## config.mk

```make
export PLATFORM = sky130hd
export DESIGN_NAME = mux41_rr_sel
export DESIGN_NICKNAME = d
export VERILOG_FILES = /design/src/rtl/mux41_pkg.sv /design/src/rtl/rr_pick4.sv /design/src/rtl/mux41_rr_sel.sv
export SDC_FILE = /design/constraint.sdc
export NUM_CORES = 1
export LEC_CHECK = 0
export BUFFER_PORTS_ARGS = -buffer_cell sky130_fd_sc_hd__clkbuf_2
export CORE_MARGIN = 2
export CORE_UTILIZATION = 30
export DETAILED_ROUTE_END_ITERATION = 16
export PLACE_DENSITY = 0.51
export SKIP_CTS_REPAIR_TIMING = 1
export SKIP_LAST_GASP = 1
export SYNTH_ARGS = -nofsm -noshare
export SYNTH_HDL_FRONTEND = slang
export SYNTH_SLANG_ARGS = --single-unit
```

## constraint.sdc

```tcl
create_clock -name clk -period 4.6 [get_ports clk]
set_input_delay 0.23 -clock clk [delete_from_list [all_inputs] [get_ports clk]]
set_output_delay 0.23 -clock clk [all_outputs]
set_load 0.02 [all_outputs]
```

## src/rtl/mux41_pkg.sv

```systemverilog
// Shared types and helpers for the mux41 round-robin select generator.
package mux41_pkg;

    localparam int unsigned N_CH = 4;
    localparam int unsigned CH_W = 2;

    typedef enum logic {IDLE, GRANT} sel_state_t;

    function automatic logic [N_CH-1:0] onehot(input logic [CH_W-1:0] idx);
        logic [N_CH-1:0] v;
        v      = '0;
        v[idx] = 1'b1;
        return v;
    endfunction

endpackage

```

## src/rtl/rr_pick4.sv

```systemverilog
// Rotating-priority picker: first set request at or above ptr, wrapping 3 -> 0,
// optionally skipping one channel.
module rr_pick4
    import mux41_pkg::*;
(
    input  logic [N_CH-1:0] req,
    input  logic [CH_W-1:0] ptr,
    input  logic            excl_en,
    input  logic [CH_W-1:0] excl_idx,
    output logic [CH_W-1:0] idx,
    output logic            any
);

    logic [CH_W-1:0] k;

    always_comb begin
        idx = '0;
        any = 1'b0;
        k   = '0;
        for (int i = 0; i < N_CH; i++) begin
            k = ptr + CH_W'(i);
            if (!any && req[k] && !(excl_en && (k == excl_idx))) begin
                idx = k;
                any = 1'b1;
            end
        end
    end

endmodule

```

## src/rtl/mux41_rr_sel.sv

```systemverilog
// Round-robin select generator for the 4:1 mux stage with dwell-limited grants.
// Optional MUX41_SEL_LOCK_EN adds a lock input that suspends dwell expiry.
module mux41_rr_sel
    import mux41_pkg::*;
#(
    parameter int unsigned DWELL = 4
) (
    input  logic            clk,
    input  logic            rst_n,
    input  logic [N_CH-1:0] req,
`ifdef MUX41_SEL_LOCK_EN
    input  logic            lock,
`endif
    output logic            s1,
    output logic            s0,
    output logic [N_CH-1:0] gnt,
    output logic            gnt_vld,
    output logic            switch_p
);

    localparam int unsigned    CNT_W    = $clog2(DWELL + 1);
    localparam logic [CNT_W-1:0] CNT_LOAD = CNT_W'(DWELL - 1);

    sel_state_t      state_q, state_d;
    logic [CH_W-1:0] sel_q, sel_d;
    logic [CH_W-1:0] ptr_q, ptr_d;
    logic [CNT_W-1:0] cnt_q, cnt_d;
    logic [N_CH-1:0] gnt_q, gnt_d;
    logic            vld_q, vld_d;
    logic            sw_q, sw_d;

    logic            lock_hold;
    logic [CH_W-1:0] pick_ptr;
    logic [CH_W-1:0] pick_idx;
    logic            pick_any;
    logic            take;

`ifdef MUX41_SEL_LOCK_EN
    assign lock_hold = lock;
`else
    assign lock_hold = 1'b0;
`endif

    // In GRANT the search starts just past the current owner and skips it, so the
    // same picker serves release and rotation; in IDLE it starts at ptr.
    assign pick_ptr = (state_q == GRANT) ? sel_q + CH_W'(1) : ptr_q;

    rr_pick4 u_pick (
        .req      (req),
        .ptr      (pick_ptr),
        .excl_en  (state_q == GRANT),
        .excl_idx (sel_q),
        .idx      (pick_idx),
        .any      (pick_any)
    );

    always_comb begin
        state_d = state_q;
        sel_d   = sel_q;
        ptr_d   = ptr_q;
        cnt_d   = cnt_q;
        gnt_d   = gnt_q;
        vld_d   = vld_q;
        sw_d    = 1'b0;
        take    = 1'b0;

        unique case (state_q)
            IDLE: begin
                if (pick_any) begin
                    take = 1'b1;
                end
            end
            GRANT: begin
                if (!req[sel_q]) begin
                    ptr_d = sel_q + CH_W'(1);
                    if (pick_any) begin
                        take = 1'b1;
                    end else begin
                        state_d = IDLE;
                        gnt_d   = '0;
                        vld_d   = 1'b0;
                    end
                end else if (!lock_hold) begin
                    if (cnt_q == '0) begin
                        if (pick_any) begin
                            ptr_d = sel_q + CH_W'(1);
                            take  = 1'b1;
                        end else begin
                            cnt_d = CNT_LOAD;
                        end
                    end else begin
                        cnt_d = cnt_q - CNT_W'(1);
                    end
                end
            end
            default: state_d = IDLE;
        endcase

        if (take) begin
            state_d = GRANT;
            sel_d   = pick_idx;
            gnt_d   = onehot(pick_idx);
            vld_d   = 1'b1;
            sw_d    = 1'b1;
            cnt_d   = CNT_LOAD;
        end
    end

    always_ff @(posedge clk or negedge rst_n) begin
        if (!rst_n) begin
            state_q <= IDLE;
            sel_q   <= '0;
            ptr_q   <= '0;
            cnt_q   <= '0;
            gnt_q   <= '0;
            vld_q   <= 1'b0;
            sw_q    <= 1'b0;
        end else begin
            state_q <= state_d;
            sel_q   <= sel_d;
            ptr_q   <= ptr_d;
            cnt_q   <= cnt_d;
            gnt_q   <= gnt_d;
            vld_q   <= vld_d;
            sw_q    <= sw_d;
        end
    end

    assign s1       = sel_q[1];
    assign s0       = sel_q[0];
    assign gnt      = gnt_q;
    assign gnt_vld  = vld_q;
    assign switch_p = sw_q;

endmodule
```

==> flow_summary.toml <==
[synth]
avgSynthCellArea_um2 = 9.888
synth_cell_types = 47
netlist_instances = 103
yosys_warnings = 0
async_flop_share = 1.000
ys_seq_area_frac = 0.3440
syn_nets = 111
ys_ff_latch = 14
synth_edf_count = 0
synth_ff_type = "dfrtp_1"
syn_area_mm2 = 0.001018

[critical_path]
cp_slowest_cell = "dfrtp_1"
r2r-end = "gnt[2]"
cp_common_cell = "a22o_1"
worstReg2RegStart = "state_q"
ff2ff_path_depth = 6
slowest_delay_ns = 0.70
crit_chain = "nand2b_2, o22ai_1, a22o_1, or2_1, o221a_2, a22o_1"
crit_buf_inv = 0
ff2ff_setup_slack_ns = 2.33
required_ns = 4.77
crit_family = "compound AO/OA/AOI/OAI gates"
worstSetupStartpointType = "flop"
crit_fanout = 18
crit_arrival_ns = 2.44
path_class = "flop to flop"
crit_path_end_kind = "flop"

[cts]
numCtsBuffers = 3
cts_max_level = 1
cts_tree = "done"
clk-insertion-delay-late_ns = 0.28
cts.sinks = 14
cts_buffer_depth = 2
path_clk_slew_ns = 0.08
root_buffer = "clkbuf_4"

[power_and_ir_drop]
p_leak_nw = 0.5011
power_density_mw_per_mm2 = 712.4
vdd_drop_max_uv = 329.8
total_power_w = 0.0008102

[floorplan]
chipHeight_um = 62.27
placementRows = 21
die_w_um = 62.27
start_util = 0.3076
die_area_mm2 = 0.003877
io_pins = 14
core_mm2 = 0.003311

[cells_and_area]
num-fill-cells = 363
mostFrequentLayoutCells = "dfrtp_1 (14), clkbuf_2 (13), inv_1 (6)"
diodes = 0
drive_gt1_frac = 0.2522
fin_cells = 161
mostFrequentLayoutCell = "dfrtp_1"
final_nets = 124
finalInstanceArea_mm2 = 0.001137
syn_to_final_growth_pct = 11.67
seqCellArea_um2 = 350.3
multi_input_area_um2 = 584.3

[timing]
relSlewSlack = 0.6325
slew_violations = 0
fmaxAchievable_ghz = 0.4408
setup_viol = 0
skew_ns = 0.003769
tightest_slew_ns = 0.5512
holdWs_ns = 0.3774
period_needed_ns = 2.269
rsz0062_at_grt = "false"
hold_viol_final = 0
period_share = 0.4932
tns_ns = 0

[grt]
antenna_found_initial = 0
grt_pass1_vias = 931
grt_max_degree = 19
grt_overflow_total = 0
grt_first_pass_wirelength_um = 4126
track_usage = 0.1323

[placed_design]
dp.cells = 156
placed_area_mm2 = 0.001091
place_congestion = 0.8604
dpl.hpwl_um = 1758
io_buffers = 13

[detailed_routing]
drt-pass1-iter-count = 4
drtAntennaViolNets = 0
via_per_inst = 5.429
dr_total_vias = 874
routed_wirelength_um = 2327
initialDrtViolationCount = 37
wl_per_cell_um = 14.45
drc = 0

[status]
status = "finished clean"

[hold_path]
hp-class = "input port to asynchronous set/reset pin"

[flow_run]
drv_cap = 0
-- routing by layer --
metal | wire (um) | global-route usage | up-vias | share of wire
met3 | 154 | 0.03080 | 2 | 0.066
met1 | 1084 | 0.1707 | 423 | 0.47
met2 | 1080 | 0.2120 | 32 | 0.46
met4 | 8 | 0.05833 | 0 | 0.0034
met5 | 0 | 0 | - | 0
li1 | - | - | 417 | -
-- worst register-to-register path, delay by kind of cell (launching register included) --
kind / cells / cell delay, ns
AOI/OAI and AO/OA: 4 / 0.90
DFF: 1 / 0.70
and+or+nand+nor: 2 / 0.57
-- synthesized netlist by cell type, drive strengths merged, types with 2 or more instances --
master | count | area share
nand2b | 3 | 0.021
mux2i | 3 | 0.029
o2bb2ai | 4 | 0.034
a21oi | 6 | 0.033
mux4 | 2 | 0.044
nor2 | 5 | 0.018
nand2 | 6 | 0.025
o31ai | 3 | 0.022
nor3 | 3 | 0.015
a22o | 3 | 0.026
o311a | 2 | 0.020
buf | 5 | 0.045
o21a | 2 | 0.015
o22ai | 2 | 0.012
o221ai | 2 | 0.017
and3 | 5 | 0.036
maj3 | 2 | 0.020
dfrtp | 14 | 0.34
ha | 2 | 0.025
inv | 9 | 0.033
-- cell type report --
type,count,area share
Timing Repair Buffer,14,0.06601
Multi-Input combinational cell,74,0.5138
Inverter,9,0.02970
Clock buffer,4,0.03190
Tap cell,46,0.05061
Sequential cell,14,0.3080
-- report_power, final --
| part | total [W] | switching [W] | internal [W] |
|---|---|---|---|
| Clock | 0.0000879 | 0.0000397 | 0.0000482 |
| Sequential | 0.000253 | 0.0000762 | 0.000177 |
| Combinational | 0.000470 | 0.000256 | 0.000213 |
-- how the worst max path moves through the flow --
stage	start	to	cells past startpoint
floorplan	sel_q[0]	gnt[3]	7
global route	state_q	gnt[2]	6
global placement	state_q	gnt[3]	6
finish	state_q	gnt[2]	6
CTS	state_q	gnt[2]	6
detailed placement	state_q	gnt[3]	6
-- logic make-up after synthesis --
group	synth area share
xor+xnor	0.01597
fa+ha+maj	0.04422
mux	0.08476
compound gates	0.2641
flops	0.3440
buf+inv	0.08230
simple gates	0.1646
-- state kept, by name (all words and copies together) (netlist names) --
signal,cells
cnt_q,3
gnt,4
gnt_vld,1
ptr_q,2
sel_q,2
state_q,1
switch_p,1
-- stage by stage --
| stage | worst slack [ns] | util |
|---|---|---|
| after floorplan | 2.597 | - |
| after global placement | 2.423 | 0.3296 |
| after detailed placement | 2.357 | 0.3296 |
| after CTS | 2.338 | 0.3405 |
| after global routing | 2.185 | 0.3435 |
| final | 2.331 | 0.3435 |
No activity file was read; power rests on OpenSTA's default activity.
